$ cat src/rtl/barrett_final_sub.sv
// Barrett final correction: subtracts M from r (at most twice) until r < M,
// using a digit-serial LSB-first borrow chain of D bits per cycle.

module barrett_digit_sub #(
  parameter int D = 4
) (
  input  logic [D-1:0] a,
  input  logic [D-1:0] b,
  input  logic         bin,
  output logic [D-1:0] d,
  output logic         bout
);
  always_comb begin
    {bout, d} = {1'b0, a} - {1'b0, b} - {{D{1'b0}}, bin};
  end
endmodule

module barrett_final_sub #(
  parameter int N = 16,
  parameter int D = 4
) (
  input  logic         clk,
  input  logic         rst,
  input  logic         start,
  input  logic [N+1:0] r_in,
  input  logic [N-1:0] m_in,
  output logic         busy,
  output logic         done,
  output logic [N-1:0] result,
  output logic [1:0]   sub_cnt,
  output logic         err
);
  localparam int P  = (N + 2 + D - 1) / D;
  localparam int W  = P * D;
  localparam int KW = (P > 1) ? $clog2(P) : 1;

  localparam logic [1:0] S_IDLE  = 2'd0;
  localparam logic [1:0] S_SUB   = 2'd1;
  localparam logic [1:0] S_CHECK = 2'd2;
  localparam logic [1:0] S_DONE  = 2'd3;

  logic [1:0]    state;
  logic [W-1:0]  r_q, m_q, diff_q;
  logic          borrow;
  logic [KW-1:0] k;
  logic [D-1:0]  r_dig, m_dig, d_dig;
  logic          b_out;

  assign r_dig = r_q[k*D +: D];
  assign m_dig = m_q[k*D +: D];

  barrett_digit_sub #(.D(D)) u_dsub (
    .a    (r_dig),
    .b    (m_dig),
    .bin  (borrow),
    .d    (d_dig),
    .bout (b_out)
  );

  assign busy = (state != S_IDLE);
  assign done = (state == S_DONE);

  always_ff @(posedge clk) begin
    if (rst) begin
      state   <= S_IDLE;
      r_q     <= '0;
      m_q     <= '0;
      diff_q  <= '0;
      borrow  <= 1'b0;
      k       <= '0;
      result  <= '0;
      sub_cnt <= '0;
      err     <= 1'b0;
    end else begin
      case (state)
        S_IDLE: if (start) begin
          r_q     <= W'(r_in);
          m_q     <= W'(m_in);
          sub_cnt <= '0;
          err     <= 1'b0;
          borrow  <= 1'b0;
          k       <= '0;
          state   <= S_SUB;
        end
        S_SUB: begin
          // r_q is left untouched; the difference is only committed in CHECK
          diff_q[k*D +: D] <= d_dig;
          borrow           <= b_out;
          k                <= k + 1'b1;
          if (k == KW'(P - 1)) state <= S_CHECK;
        end
        S_CHECK: begin
          if (borrow) begin
            result <= r_q[N-1:0];
            state  <= S_DONE;
          end else if (sub_cnt != 2'd2) begin
            r_q     <= diff_q;
            sub_cnt <= sub_cnt + 2'd1;
            borrow  <= 1'b0;
            k       <= '0;
            state   <= S_SUB;
          end else begin
            err    <= 1'b1;
            result <= r_q[N-1:0];
            state  <= S_DONE;
          end
        end
        default: state <= S_IDLE;
      endcase
    end
  end
endmodule
$ cat config.mk
export PLATFORM = sky130hd
export DESIGN_NAME = barrett_final_sub
export DESIGN_NICKNAME = d
export VERILOG_FILES = /design/src/rtl/barrett_final_sub.sv
export SDC_FILE = /design/constraint.sdc
export NUM_CORES = 1
export LEC_CHECK = 0
export BUFFER_PORTS_ARGS = -buffer_cell sky130_fd_sc_hd__buf_2
export CAP_MARGIN = 10
export CORE_UTILIZATION = 63
export CTS_BUF_LIST = sky130_fd_sc_hd__clkbuf_4 sky130_fd_sc_hd__clkbuf_8
export DETAILED_ROUTE_END_ITERATION = 8
export GPL_TIMING_DRIVEN = 0
export HOLD_SLACK_MARGIN = 0.12
export PLACE_DENSITY_LB_ADDON = 0.05
export SLEW_MARGIN = 20
export SYNTH_ARGS = -nofsm -noshare
export SYNTH_HDL_FRONTEND = slang
export SYNTH_SLANG_ARGS = --single-unit
$ cat constraint.sdc
create_clock -name clk -period 7.5 [get_ports clk]
set_clock_uncertainty 0.15 [all_clocks]
set_input_delay 1.125 -clock clk [delete_from_list [all_inputs] [get_ports clk]]
set_output_delay 1.125 -clock clk [all_outputs]
set_load 0.01 [all_outputs]
---- Word-level counts from Yosys, hierarchy flattened ----
Cells that the tools add are included.
word-level totals
  flip-flop bits (word level) ............. 81
operators by class
  add/subtract/negate cells ............... 5
  equal/unequal tests ..................... 11
  shift-type cells ........................ 4
  multiplexer cells ....................... 26
  reduce and logical (&&, ||, !) cells .... 11
operators by type and width
  operator                 number
  $mux 20                  3
  $pmux 20 s2              1
  $shiftx 20x6->4          2
  $neg 5->34               1
  $shift 4x34->20 const A  1
  $shiftx 4x34->20         1
  $mux 16                  2
  $bwmux 20                1
  $mux 2                   7
  $ne 2x2->1 const B       7
  $reduce_and 4->1         3
  $mux 3                   3
  $pmux 3 s3               1
  $reduce_and 2->1         4
  $pmux 2 s3               1
  $sub 4x4->5              1
  $sub 5x1->5              1
  $eq 2x2->1 const B       2
  $mux 1                   4
  $pmux 2 s2               1
  $reduce_bool 2->1        2
  $add 3x1->3 const B      1
  $eq 3x3->1 const B       1
  $pmux 1 s3               1
  other kinds (5)          5

---- Depth between registers and ports, before layout ----
Gate-level depths: netlist of the first run.
  depth after elaboration ................. 5
  depth in mapped cells ................... 14
  mapped depth without buffers ............ 12

---- Hierarchy ----
Synthesis of the first run repeated with hierarchy kept, for this count alone.
second synthesis, totals
  cell total of the unflattened synthesis .. 436
  area, all modules ....................... 4,050.1 sq um
by module, submodules not included
  module             cells each  times used  area each (sq um)
  barrett_final_sub  412         1           3,842.4
  barrett_digit_sub  24          1           207.7

---- Worst setup path before layout of the first run ----
OpenSTA, ideal clock, no wires.
  path type ............................... flip-flop to flip-flop
  start point ............................. register k[0]
  end point ............................... register diff_q[3]
  stages on the path, launching flop included .. 11
  setup slack ............................. 4,274 ps
  arrival ................................. 2,946 ps
  library setup time ...................... 131 ps
  cell sequence ........................... dfxtp_1 > buf_1 > mux4_2 > and2_1 > ha_1 > inv_1 > ha_1 > nor3b_1 > a221o_1 > a211oi_2 > o21ai_0
between the ends
  word-level cells in the longest chain between the ends .. 5
RTL lines
  item                                RTL line  source
  from (decl)                         45        logic [KW-1:0] k;
  from (signal assigned)              89        k <= k + 1'b1;
  $shiftx 20x6->4 (on tied branches)  49, 50
  $sub 4x4->5                         14        {bout, d} = {1'b0, a} - {1'b0, b} - {{D{1'b0}}, bin};
  $sub 5x1->5                         14
  $shiftx 4x34->20                    87        diff_q[k*D +: D] <= d_dig;
  $bwmux 20 (*)                       87
  to (signal, indexed assignment)     87
  to (decl)                           43        logic [W-1:0] r_q, m_q, diff_q;
Mark *: on every way between the ends. The rest lies on a longest branch, timed or not.
A chain may end at the register's enable or synchronous reset.

---- Final worst setup path of the first run ----
Same ends and word-level chain as after synthesis.

==> run summary, run 1 <==
In this run the vertical extent of the chip is 80.3 µm. The root buffer cell is clkbuf_8. The final hold slack came out at 303 ps. The peak fanout along the critical path came out at 10. The number of antenna violations at the first check in global routing is 0. The core region is 5920 µm².

Summing every instance area after synthesis gives 3860 µm². The number of nets in the synthesized netlist is 519. The maximum level of the CTS H-tree is 3. The maximum vdd ir drop came out at 155 µV. The weighted congestion reported at the end of routability-driven placement came out at 0.927.

The standby leakage power came out at 0.00176 µW. The remaining antenna violation count after routing came out at 0. The number of global-route vias before repair came out at 3218. Synthesis produced a netlist whose cell count is 468. The share of layout cells above drive strength 1 is 0.194. For this run, design rule violations remaining after detail routing come to 0. The area growth from synthesis to final layout came out at 16.2%. The die is 80.3 µm wide. The number of enable flip-flop cells after synthesis came out at 0. The number of vias in the routed layout came out at 3606.

The run finished with clean final reports. The proportion of synthesized chip area in sequential cells came out at 0.420. The worst setup path category is reg2reg.

The buffers plus inverters on the worst setup path came out at 2. In the finished design, the share of the clock period the worst path needs comes to 0.517. The placed instances occupy a cell area of 4240 µm². The maximum number of pins on one net before global-route repair is 15. The total overflow left after global routing is 0.

STA classifies the critical path endpoint as a flip-flop. The global-route usage over all layers is 0.338. Of all flip-flops after synthesis, the portion carrying an async set or reset was 0. The number of hold violations in the final report is 0. The pre-CTS setup slack is 3680 ps. The critical path goes through buf_1 > buf_2 > mux2i_1 > o31ai_1 > fa_1 > ha_1 > nor3b_1 > a221o_1 > a211oi_2 > o21ai_0. After routing the design area is 4490 µm². Dividing the detail-routed wire length by the instance count gives 16.5 µm. The count of max-cap constraint violations came out at 0.

The number of distinct library cell variants in the gate-level netlist after synthesis is 45. The total power after layout is 1030 µW. The detailed router finished its first iteration with 343 violations. The HPWL after detailed placement is 7320 µm.

The clock slew at the register clock pins of the worst setup and hold paths is 80 ps. The length of the first detailed-routing pass in iterations came out at 5. The number of antenna diodes in the final layout is 0.

The mean cell area of the mapped netlist came out at 8.25 µm². In the post-synthesis netlist, the biggest area contributors are dfxtp_1, nand2_1, a21oi_1. The aggregate negative setup slack is 0 ps. The number of storage elements in the synthesis netlist came out at 81. The number of nets in the layout is 587.

The main flop type after synthesis is dfxtp_1. The clock latency on the worst-skew pair came out at 370 ps. The worst setup path is launched from a flip-flop. The largest incremental delay on the critical path came out at 590 ps. The total count of max-transition violations in the final report came out at 0. The maximum root-to-sink buffer count is 2. TritonCTS built the clock tree. At the worst endpoint, the required time is 7590 ps. The biggest area contributor in the post-synthesis netlist is dfxtp_1. The count of synthesis-stage warnings from yosys is 0.

The number of clock sinks is 81. The multi-input combinational cells in the finished layout cover a total of 2050 µm². The first-pass GRT wire length came out at 15900 µm. The top-level I/O count came out at 58. After filler insertion, the fill cell instance count of the layout stands at 474.

The floorplan step defined a die boundary enclosing 6440 µm². Setup repair after global routing left no endpoint under its margin. The sequential cell area is 1620 µm². The number of CTS-inserted buffers is 9. In this run the core area contains 28 standard-cell rows. The power density over cell area is 230 nW/µm².

Using the TritonRoute via totals, the vias-per-cell ratio works out to 5.85. At the pin with the least slew margin, the transition time is 768 ps. The post-cts sizing count is 0.

The achievable frequency is 258 MHz. The number of buffers inserted by port buffering is 57. The buffer count from post-CTS setup fixing came out at 0. The remaining max-slew budget at the tightest pin is 0.488. Summed over all layers, the routed wires come to 10200 µm. The endpoint arrival time on the critical path came out at 3970 ps. The kind of cell adding the most delay to the critical path is compound AO/OA/AOI/OAI gates.

The master of the slowest instance on the critical path is buf_1. The final period demand of the worst path is 3880 ps. The worst hold path belongs to the class reg2reg.

The worst path meets setup with 3620 ps of slack. The starting density of the core is 0.652. The count of hold-fix buffers inserted at cts came out at 0. Setup violations remaining at the end of the flow were counted as 0. The top cell type's share of synthesized area came out at 0.420.
==> worst paths after layout <==
check,start,end,slack [ps],cells past startpoint
worst max-delay path,k[0],diff_q[3],3620,10
worst min-delay path,result[13],result[13],300,2
worst max register to register,k[0],diff_q[3],3620,10
worst min register to register,result[13],result[13],300,2
==> per-layer routing <==
metal  GRT usage  wire, µm
met5           0         0
met4       0.141       275
met3      0.0705       845
met2       0.552      4900
met1       0.432      4180
==> kinds of logic (layout without fill, tap and decap cells) <==
family | Yosys count | after routing | share of synthesized area
multiplexers | 14 | 14 | 0.0460
adder cells (fa/ha/maj) | 14 | 14 | 0.0493
buffers and inverters | 43 | 116 | 0.0493
AND/OR/NAND/NOR | 218 | 218 | 0.251
flip-flops | 81 | 81 | 0.420
XOR/XNOR | 3 | 3 | 0.00681
AO/OA/AOI/OAI | 95 | 95 | 0.177
==> stage by stage <==
step,utilization,std cells
floorplan,-,468
global placement,0.716,600
detailed placement,0.716,600
CTS,0.758,616
global route,0.758,616
finish,0.758,616
==> registers in the layout, summed over array words and instances, names as in the netlist <==
register / cells
borrow: 1
diff_q: 20
err: 1
k: 3
m_q: 16
r_q: 20
result: 16
state: 2
sub_cnt: 2
==> worst reg2reg max path, delay by kind of cell, from the launching register on <==
kind                       cells  cell delay, ps
buffers and inverters          2             930
adders and majority gates      2             710
and+or+nand+nor                1             170
muxes                          1             210
DFF                            1             520
AOI/OAI and AO/OA              4            1070
==> cell usage in the layout (no fill, tap or decap), types with 4 or more instances in the layout <==
cell type / n
a21oi_1: 53
inv_1: 10
o21ai_0: 7
clkbuf_8: 9
buf_4: 4
ha_1: 12
nand3b_1: 8
a311oi_2: 15
nand2b_1: 8
nand2_1: 117
and2_1: 5
dfxtp_1: 81
a211oi_1: 4
nor3_1: 11
clkbuf_1: 22
buf_2: 61
o31ai_1: 5
mux2i_1: 11
nor2_1: 48
==> synth_stat cells (5+ instances only) <==
cell type,number
o21ai_0,7
and2_1,5
inv_1,10
o31ai_1,5
nand2b_1,8
ha_1,12
nor3_1,11
nand2_1,117
clkbuf_1,22
a21oi_1,53
a311oi_2,15
dfxtp_1,81
nand3b_1,8
nor2_1,48
mux2i_1,11
==> final cells by class <==
| class | count | share of cell area |
|---|---|---|
| multi-input combinational | 344 | 0.457 |
| clock buffer | 10 | 0.0293 |
| clock inverter | 6 | 0.0257 |
| buffer | 33 | 0.0340 |
| tap | 75 | 0.0209 |
| inverter | 10 | 0.00837 |
| sequential | 81 | 0.362 |
| timing repair buffer | 57 | 0.0636 |
==> where the power goes <==
| part | switching (µW) | total (µW) | internal [µW] |
|---|---|---|---|
| sequential | 18.5 | 468 | 449 |
| combinational | 107 | 175 | 67.9 |
| clock | 164 | 391 | 226 |
| total | 290 | 1030 | 744 |
Power figures use the tool's default switching activity.
==> run 2, diff against run 1 <==
Settings changed: CORE_UTILIZATION 63 to 53.
Clock period 7.5 ns to 3.3 ns, I/O delays scaled along.
==> run 2 against run 1 <==
  * First-iteration DRC count decreased by 30%
  * Power rose by 140%
  * Fmax up 20%
  * Sequential power rose by 130%
  * Final cell count is 3.2% higher
  * Worst setup slack got worse by 3600 ps
  * Combinational power increased by 140%
  * Non-clock buffer count is 1 lower
  * Critical path depth unchanged
  * Global-route usage fell by 4.7 points
  * Core utilization down 9.4 points
  * Critical path type unchanged
  * Critical endpoint is now diff_q[19]
==> run summary, run 2 (synthesized netlist as in run 1, its figures left out) <==
The flow ran to the end, and the final reports show no timing, DRC or antenna violations. The placeable core region came out at 6910 µm² (+17%). The peak fanout along the critical path was 10 (unchanged). The buffers plus inverters on the worst setup path is 2 (unchanged). The count of max-cap constraint violations is 0 (unchanged). The routing usage on met2 came out at 0.484 (-0.0685).

The number of global-route vias before repair came out at 3307 (+2.8%). The met3 track utilization from global routing was 0.0588 (-0.0117). Tracing the worst setup path back leads to its startpoint at k[0]. The maximum root-to-sink buffer count came out at 2 (unchanged). The remaining antenna violation count after routing is 0 (unchanged). The kind of cell adding the most delay to the critical path is compound AO/OA/AOI/OAI gates. For this design, the slowest cell found on the critical path is mux4_2. The initial DRC count is 239 (-30%).

The number of antenna repair diodes came out at 0 (unchanged). The layer flagged by global routing as most heavily used is met2. The standby leakage power was 0.00179 µW (+1.9%).

The total count of max-transition violations in the final report came out at 0 (unchanged). The half-perimeter wire length after placement is 7490 µm (+2.4%). The final hold slack is 219 ps (-83.6 ps).

The clock latency on the worst-skew pair came to 360 ps (about the same). The achievable frequency is 309 MHz (+20%). The starting density of the core came out at 0.559 (-0.0931). The number of nets in the layout came to 586 (-0.17%).

The clock share of power is 0.397 (+0.019). The net switching power is 665 µW (+130%). The weighted congestion reported at the end of routability-driven placement is 0.881 (-4.9%). The final global-route overflow total came to 0 (unchanged). The part of the total power dissipated in combinational logic came out at 0.170 (about the same). The overall die area is 7630 µm² (+18%). The multi-input combinational cell area came out at 2070 µm² (+1.1%).

The first-pass GRT wire length came out at 16600 µm (+4.7%). The remaining max-slew budget at the tightest pin came out at 0.451 (-0.0370). The worst setup path is captured at a flip-flop.

The CTS tree is done. The number of hold violations in the final report came out at 0 (unchanged). The maximum level of the CTS H-tree is 3 (unchanged). The number of fillers in the final layout came out at 673 (+42%).

The maximum vdd ir drop was 289 µV (+86%). The final period demand of the worst path is 3240 ps (-641 ps). The worst hold path begins at m_in[12].

The count of unresolved DRC violations after routing is 0 (unchanged). STA classifies the critical path startpoint as a flip-flop. The buffer count from post-CTS setup fixing is 0 (unchanged). The global-route usage over all layers was 0.290 (-0.0475). The number of vias per cell after detailed routing is 5.48 (-6.4%). The area growth from synthesis to final layout came out at 18.8%. The clock slew at the register clock pins of the worst setup and hold paths is 80 ps (about the same).

The maximum number of pins on one net before global-route repair is 15 (unchanged). The measured slew at the worst slew-check pin was 824 ps (+55.5 ps). The worst register-to-register path begins at k[0]. The root buffer cell is clkbuf_8. The final wirelength came out at 10300 µm (+1.0%).

The met1 demand-to-capacity share in global routing came out at 0.379 (-0.0535). The sequential cell area was 1630 µm² (+0.39%). The pre-CTS setup slack is -540 ps (-4220 ps).

The aggregate negative setup slack is 0 ps (unchanged). The number of buffers inserted by port buffering was 57 (unchanged). The path class of the tightest hold or removal check is in2reg. The required time at the endpoint of the critical path is 3370 ps (-4220 ps). The count of hold-fix buffers inserted at cts is 0 (unchanged). The cell internal power dissipation came to 1790 µW (+140%). The library cells used most frequently in the layout, excluding fill and tap cells, are nand2_1, dfxtp_1, buf_2, a21oi_1, nor2_1. The horizontal die dimension is 87.3 µm (+8.8%). The largest incremental delay on the critical path came to 500 ps (-90 ps). The length of the first detailed-routing pass in iterations is 5 (unchanged). The share of layout cells above drive strength 1 is 0.211 (+0.0170). The switching fraction of total power came to 0.271 (-0.00962).

The vertical extent of the die is 87.3 µm (+8.8%). The number of antenna violations at the first check in global routing came out at 0 (unchanged). The final critical-path share of the clock period is 0.981 (+0.464). The number of standard-cell rows in the floorplan came out at 30 (+7.1%).

The number of clock sinks was 81 (unchanged). The final count of negative-setup-slack endpoints is 0 (unchanged). Traced cell by cell, the critical path runs through buf_6 > mux4_2 > and2_1 > ha_1 > inv_1 > ha_2 > nor3b_2 > a221o_1 > a211oi_4 > o21ai_0.

The number of vias in the routed layout is 3486 (-3.3%). The setup slack of the critical path after layout is 63.5 ps (-3560 ps). The sequential group share of total power is 0.433 (-0.020). The number of CTS-inserted buffers is 9 (unchanged). The worst setup path category is reg2reg. The power density over cell area came out at 536 nW/µm² (+130%). The average wire per standard cell came to 16.2 µm (-2.1%). In the final layout, the registers with the most flip-flops are diff_q: 20 flops, r_q: 20 flops. Leaving out fill and tap cells, the most frequent cell in the layout is nand2_1. The endpoint arrival time on the critical path is 3300 ps (-670 ps).

The top-level I/O count is 58 (unchanged).
run 2: changes by cell type in the layout (fill, tap and decap cells not counted), moves of 2 or more:
cell,previous run,this run
clkbuf_1,22,19
dfxtp_2,0,2
buf_2,61,59
dfxtp_1,81,78
buf_4,4,7
run 2: worst min-delay path: stages:
cell     delay, ps
buf_2           90
nand2_1         40
a21oi_1         50
run 2: what timing repair did:
| item | in CTS | in global routing |
|---|---|---|
| setup endpoints to repair | 16 | 11 |
| resized for setup | 8 | 14 |
| pin swaps | 1 | 1 |
run 2: path summary, 6_finish.rpt:
kind              slack [ps]    endpoint  cells past startpoint
setup / recovery          60  diff_q[19]                     10
hold / removal           220     m_q[12]                      3
setup reg to reg          60  diff_q[19]                     10
hold reg to reg          300   result[0]                      2
run 2: metal layers:
| metal | vias up | wire, µm |
|---|---|---|
| met3 | 18 | 661 |
| li1 | 1733 | - |
| met2 | 108 | 4950 |
| met1 | 1627 | 4500 |
| met4 | 0 | 186 |
| met5 | - | 0 |
run 2: layout make-up:
cell class,count,share of cell area
Multi-Input combinational cell,344,0.452
Buffer,32,0.0368
Tap cell,96,0.0262
Sequential cell,81,0.355
Inverter,10,0.00819
Timing Repair Buffer,57,0.0622
Clock buffer,10,0.0300
Clock inverter,6,0.0300
run 2: per-stage QoR:
step	power [µW]	util	instances	cell area (µm²)
4_1_cts	2440	0.660	636	4560
2_1_floorplan	1340	-	468	3860
6_report	2460	0.664	636	4590
3_3_place_gp	1460	0.618	621	4270
3_5_place_dp	1470	0.618	621	4270
5_1_grt	2540	0.664	636	4590
run 2: power groups by stage:
stage          Combinational (µW)  Sequential (µW)  Clock (µW)
4_1_cts                       399             1060         979
3_3_place_gp                  379             1080           0
5_1_grt                       455             1070        1020
6_report                      416             1060         976
2_1_floorplan                 276             1070           0
3_5_place_dp                  387             1080           0
==> run 3, diff against run 2 <==
Clock period 3.3 ns to 2.7 ns, I/O delays scaled along.
==> run 3 against run 2 <==
  * The flow now finishes with violations (negative setup slack)
  * Global-route usage rose by 0.80 points
  * Design area is 9.0% higher
  * Worst setup slack lost 290 ps
  * Power up 17%
  * Register-to-register slack lost 290 ps
  * Non-clock buffer count grew 25
  * First-iteration DRC count decreased by 13%
  * Die area did not move
  * Critical path type unchanged
==> run summary, run 3 (synthesized netlist as in run 1, its figures left out) <==
The flow ran to the end, but the final reports show violations. The final reports fail on negative setup slack. The first-pass GRT wire length came out at 16900 µm (+2.0%). The number of cell instances on the worst register-to-register path is 11 (+1). The length of the first detailed-routing pass in iterations is 4 (-1). In the layout the commonest cells are nand2_1, dfxtp_1, buf_2, a21oi_1, nor2_1. The average wire per standard cell is 16.8 µm (+3.8%).

The top-level I/O count came to 58 (unchanged). The power density over cell area came out at 573 nW/µm² (+7.0%). Setup repair after global routing could not meet its margin everywhere. The total placed instance area is 4340 µm² (+1.8%). The remaining max-slew budget at the tightest pin is 0.506 (+0.0548). The horizontal die dimension is 87.3 µm (unchanged). The area growth from synthesis to layout is 29.5%. The hold-critical path depth is 3 (unchanged).

The achievable frequency came out at 341 MHz (+10%). The amount of wire on met2 after detailed routing is 5360 µm (+8.2%). The maximum number of pins on one net before global-route repair was 16 (+1). TritonCTS built the clock tree. The overall die area is 7630 µm² (unchanged). The largest registers in the layout are diff_q: 20 flops, r_q: 20 flops. The final count of negative-setup-slack endpoints came out at 16 (+16).

The maximum level of the CTS H-tree is 3 (unchanged). STA classifies the critical path startpoint as a flip-flop. The number of clock sinks is 81 (unchanged). The weighted congestion reported at the end of routability-driven placement is 0.916 (+4.0%). The total count of max-transition violations in the final report came out at 0 (unchanged). The maximum root-to-sink buffer count came out at 2 (unchanged).

The number of nets in the layout came out at 611 (+4.3%). The required time at the endpoint of the critical path is 2790 ps (-580 ps). The number of standard-cell rows in the floorplan is 30 (unchanged). The peak fanout along the critical path was 6 (-4). The end of the worst register-to-register path is diff_q[19]. The global-route usage over all layers is 0.298 (+0.00802). Walking the worst path, the cells encountered are buf_12 > mux4_2 > and2_4 > ha_4 > inv_2 > ha_4 > nor3b_4 > a221o_1 > a211oi_4 > buf_4 > o21ai_1.

The measured slew at the worst slew-check pin is 741 ps (-82.2 ps). The met3 routed wirelength is 683 µm (+3.3%). The remaining antenna violation count after routing came to 0 (unchanged). The slack of the worst reg-to-reg path is -230 ps (-290 ps). In this run the critical register-to-register path is launched from k[0]. The clock slew at the register clock pins of the worst setup and hold paths is 90 ps (about the same). The worst hold path terminates at m_q[4].

The post-route cell area is 5000 µm² (+9.0%). The starting density of the core came out at 0.559 (unchanged). The number of fillers in the final layout came out at 572 (-15%).

The initial DRC count is 209 (-13%). In this run the top signal layer used is met4. The share of layout cells above drive strength 1 is 0.306 (+0.0951). The half-perimeter wire length after placement is 7650 µm (+2.1%). The number of CTS-inserted buffers is 9 (unchanged). The endpoint arrival time on the critical path is 3020 ps (-280 ps). The final period demand of the worst path came out at 2930 ps (-307 ps). The number of vias per cell after detailed routing is 5.59 (+1.9%). The final hold slack is 123 ps (-96.0 ps). The number of hold violations in the final report came to 0 (unchanged). The maximum vdd ir drop came out at 350 µV (+21%). The number of antenna repair diodes is 0 (unchanged). The setup slack of the critical path after layout came to -230 ps (-293 ps). The critical path is of the reg2reg type. The wire length on met1 came out at 4840 µm (+7.5%). The count of unresolved DRC violations after routing came out at 0 (unchanged). The number of vias in the routed layout is 3693 (+5.9%). The number of buffers inserted by port buffering was 57 (unchanged).

In this run the most critical hold path is launched from m_in[4]. The count of max-cap constraint violations is 0 (unchanged). The clock latency on the worst-skew pair came out at 360 ps (about the same). The largest incremental delay on the critical path is 510 ps (about the same).

In this run the worst hold path is classified as in2reg. The placeable core region came to 6910 µm² (unchanged). The root buffer cell is clkbuf_8. The vertical extent of the die came out at 87.3 µm (unchanged). The sort of element at the end of the critical path is a flip-flop.

The cell seen most often among critical-path stages is ha_4. The number of antenna violations at the first check in global routing came out at 0 (unchanged). The number of global-route vias before repair is 3393 (+2.6%).

The final wirelength is 11100 µm (+7.9%). The library cell used most frequently in the layout, excluding fill and tap cells, is nand2_1. The final critical-path share of the clock period is 1.09 (+0.104). The total power after layout is 2870 µW (+17%).

The standby leakage power is 0.00195 µW (+9.0%). The final global-route overflow total was 0 (unchanged). The aggregate negative setup slack is -2010 ps (-2010 ps). The master of the slowest instance on the critical path is mux4_2.
run 3: layout make-up:
class | instances | area [µm²] | share of cell area
plain buffers | 32 | 230 | 0.0460
well taps | 96 | 120 | 0.0240
clock inverters | 6 | 51.3 | 0.0103
multi-input cells | 344 | 2300 | 0.460
clock buffers | 10 | 138 | 0.0275
flip-flops and latches | 81 | 1630 | 0.326
inverters | 10 | 41.3 | 0.00826
repair buffers | 82 | 488 | 0.0976
run 3: how the worst max path moves through the flow:
| stage | start | endpoint | slack, ps |
|---|---|---|---|
| after floorplan | k[0] | diff_q[11] | -2 |
| after global placement | k[1] | diff_q[11] | -480 |
| after detailed placement | k[1] | diff_q[15] | -490 |
| after CTS | k[2] | diff_q[19] | -240 |
| after global routing | k[0] | diff_q[11] | -300 |
| final | k[0] | diff_q[19] | -230 |
run 3: metrics by stage:
stage / std cells / setup slack (ps) / util
2_1_floorplan: 468 / -2.50 / -
3_3_place_gp: 621 / -477 / 0.629
3_5_place_dp: 621 / -486 / 0.629
4_1_cts: 650 / -241 / 0.694
5_1_grt: 661 / -301 / 0.724
6_report: 661 / -230 / 0.724
run 3: worst max-delay path, delay by kind of cell (launching register included):
kind,cells,cell delay (ps)
flip-flops,1,370
multiplexers,1,510
AO/OA/AOI/OAI,3,670
buffers and inverters,3,330
adder cells (fa/ha/maj),2,550
AND/OR/NAND/NOR,2,210
run 3: where the power goes:
part           switching, µW  internal, µW
Sequential              45.8          1250
Clock                    480           370
Combinational            382           340
Total                    908          1960
run 3: repair_timing:
| item | in CTS | in global routing |
|---|---|---|
| pin swaps | 10 | 22 |
| endpoints found under the setup margin | 18 | 19 |
| hold buffers | 0 | 0 |
| cloned | 0 | 0 |
| hold endpoints to repair | 0 | 0 |
| gates resized for setup | 29 | 28 |
| setup buffers | 13 | 12 |
run 3: metal layers:
metal  track usage  vias up
met4         0.118        0
met2         0.482      140
met1         0.403     1748
met3        0.0417       24
met5             0        -
li1              -     1781
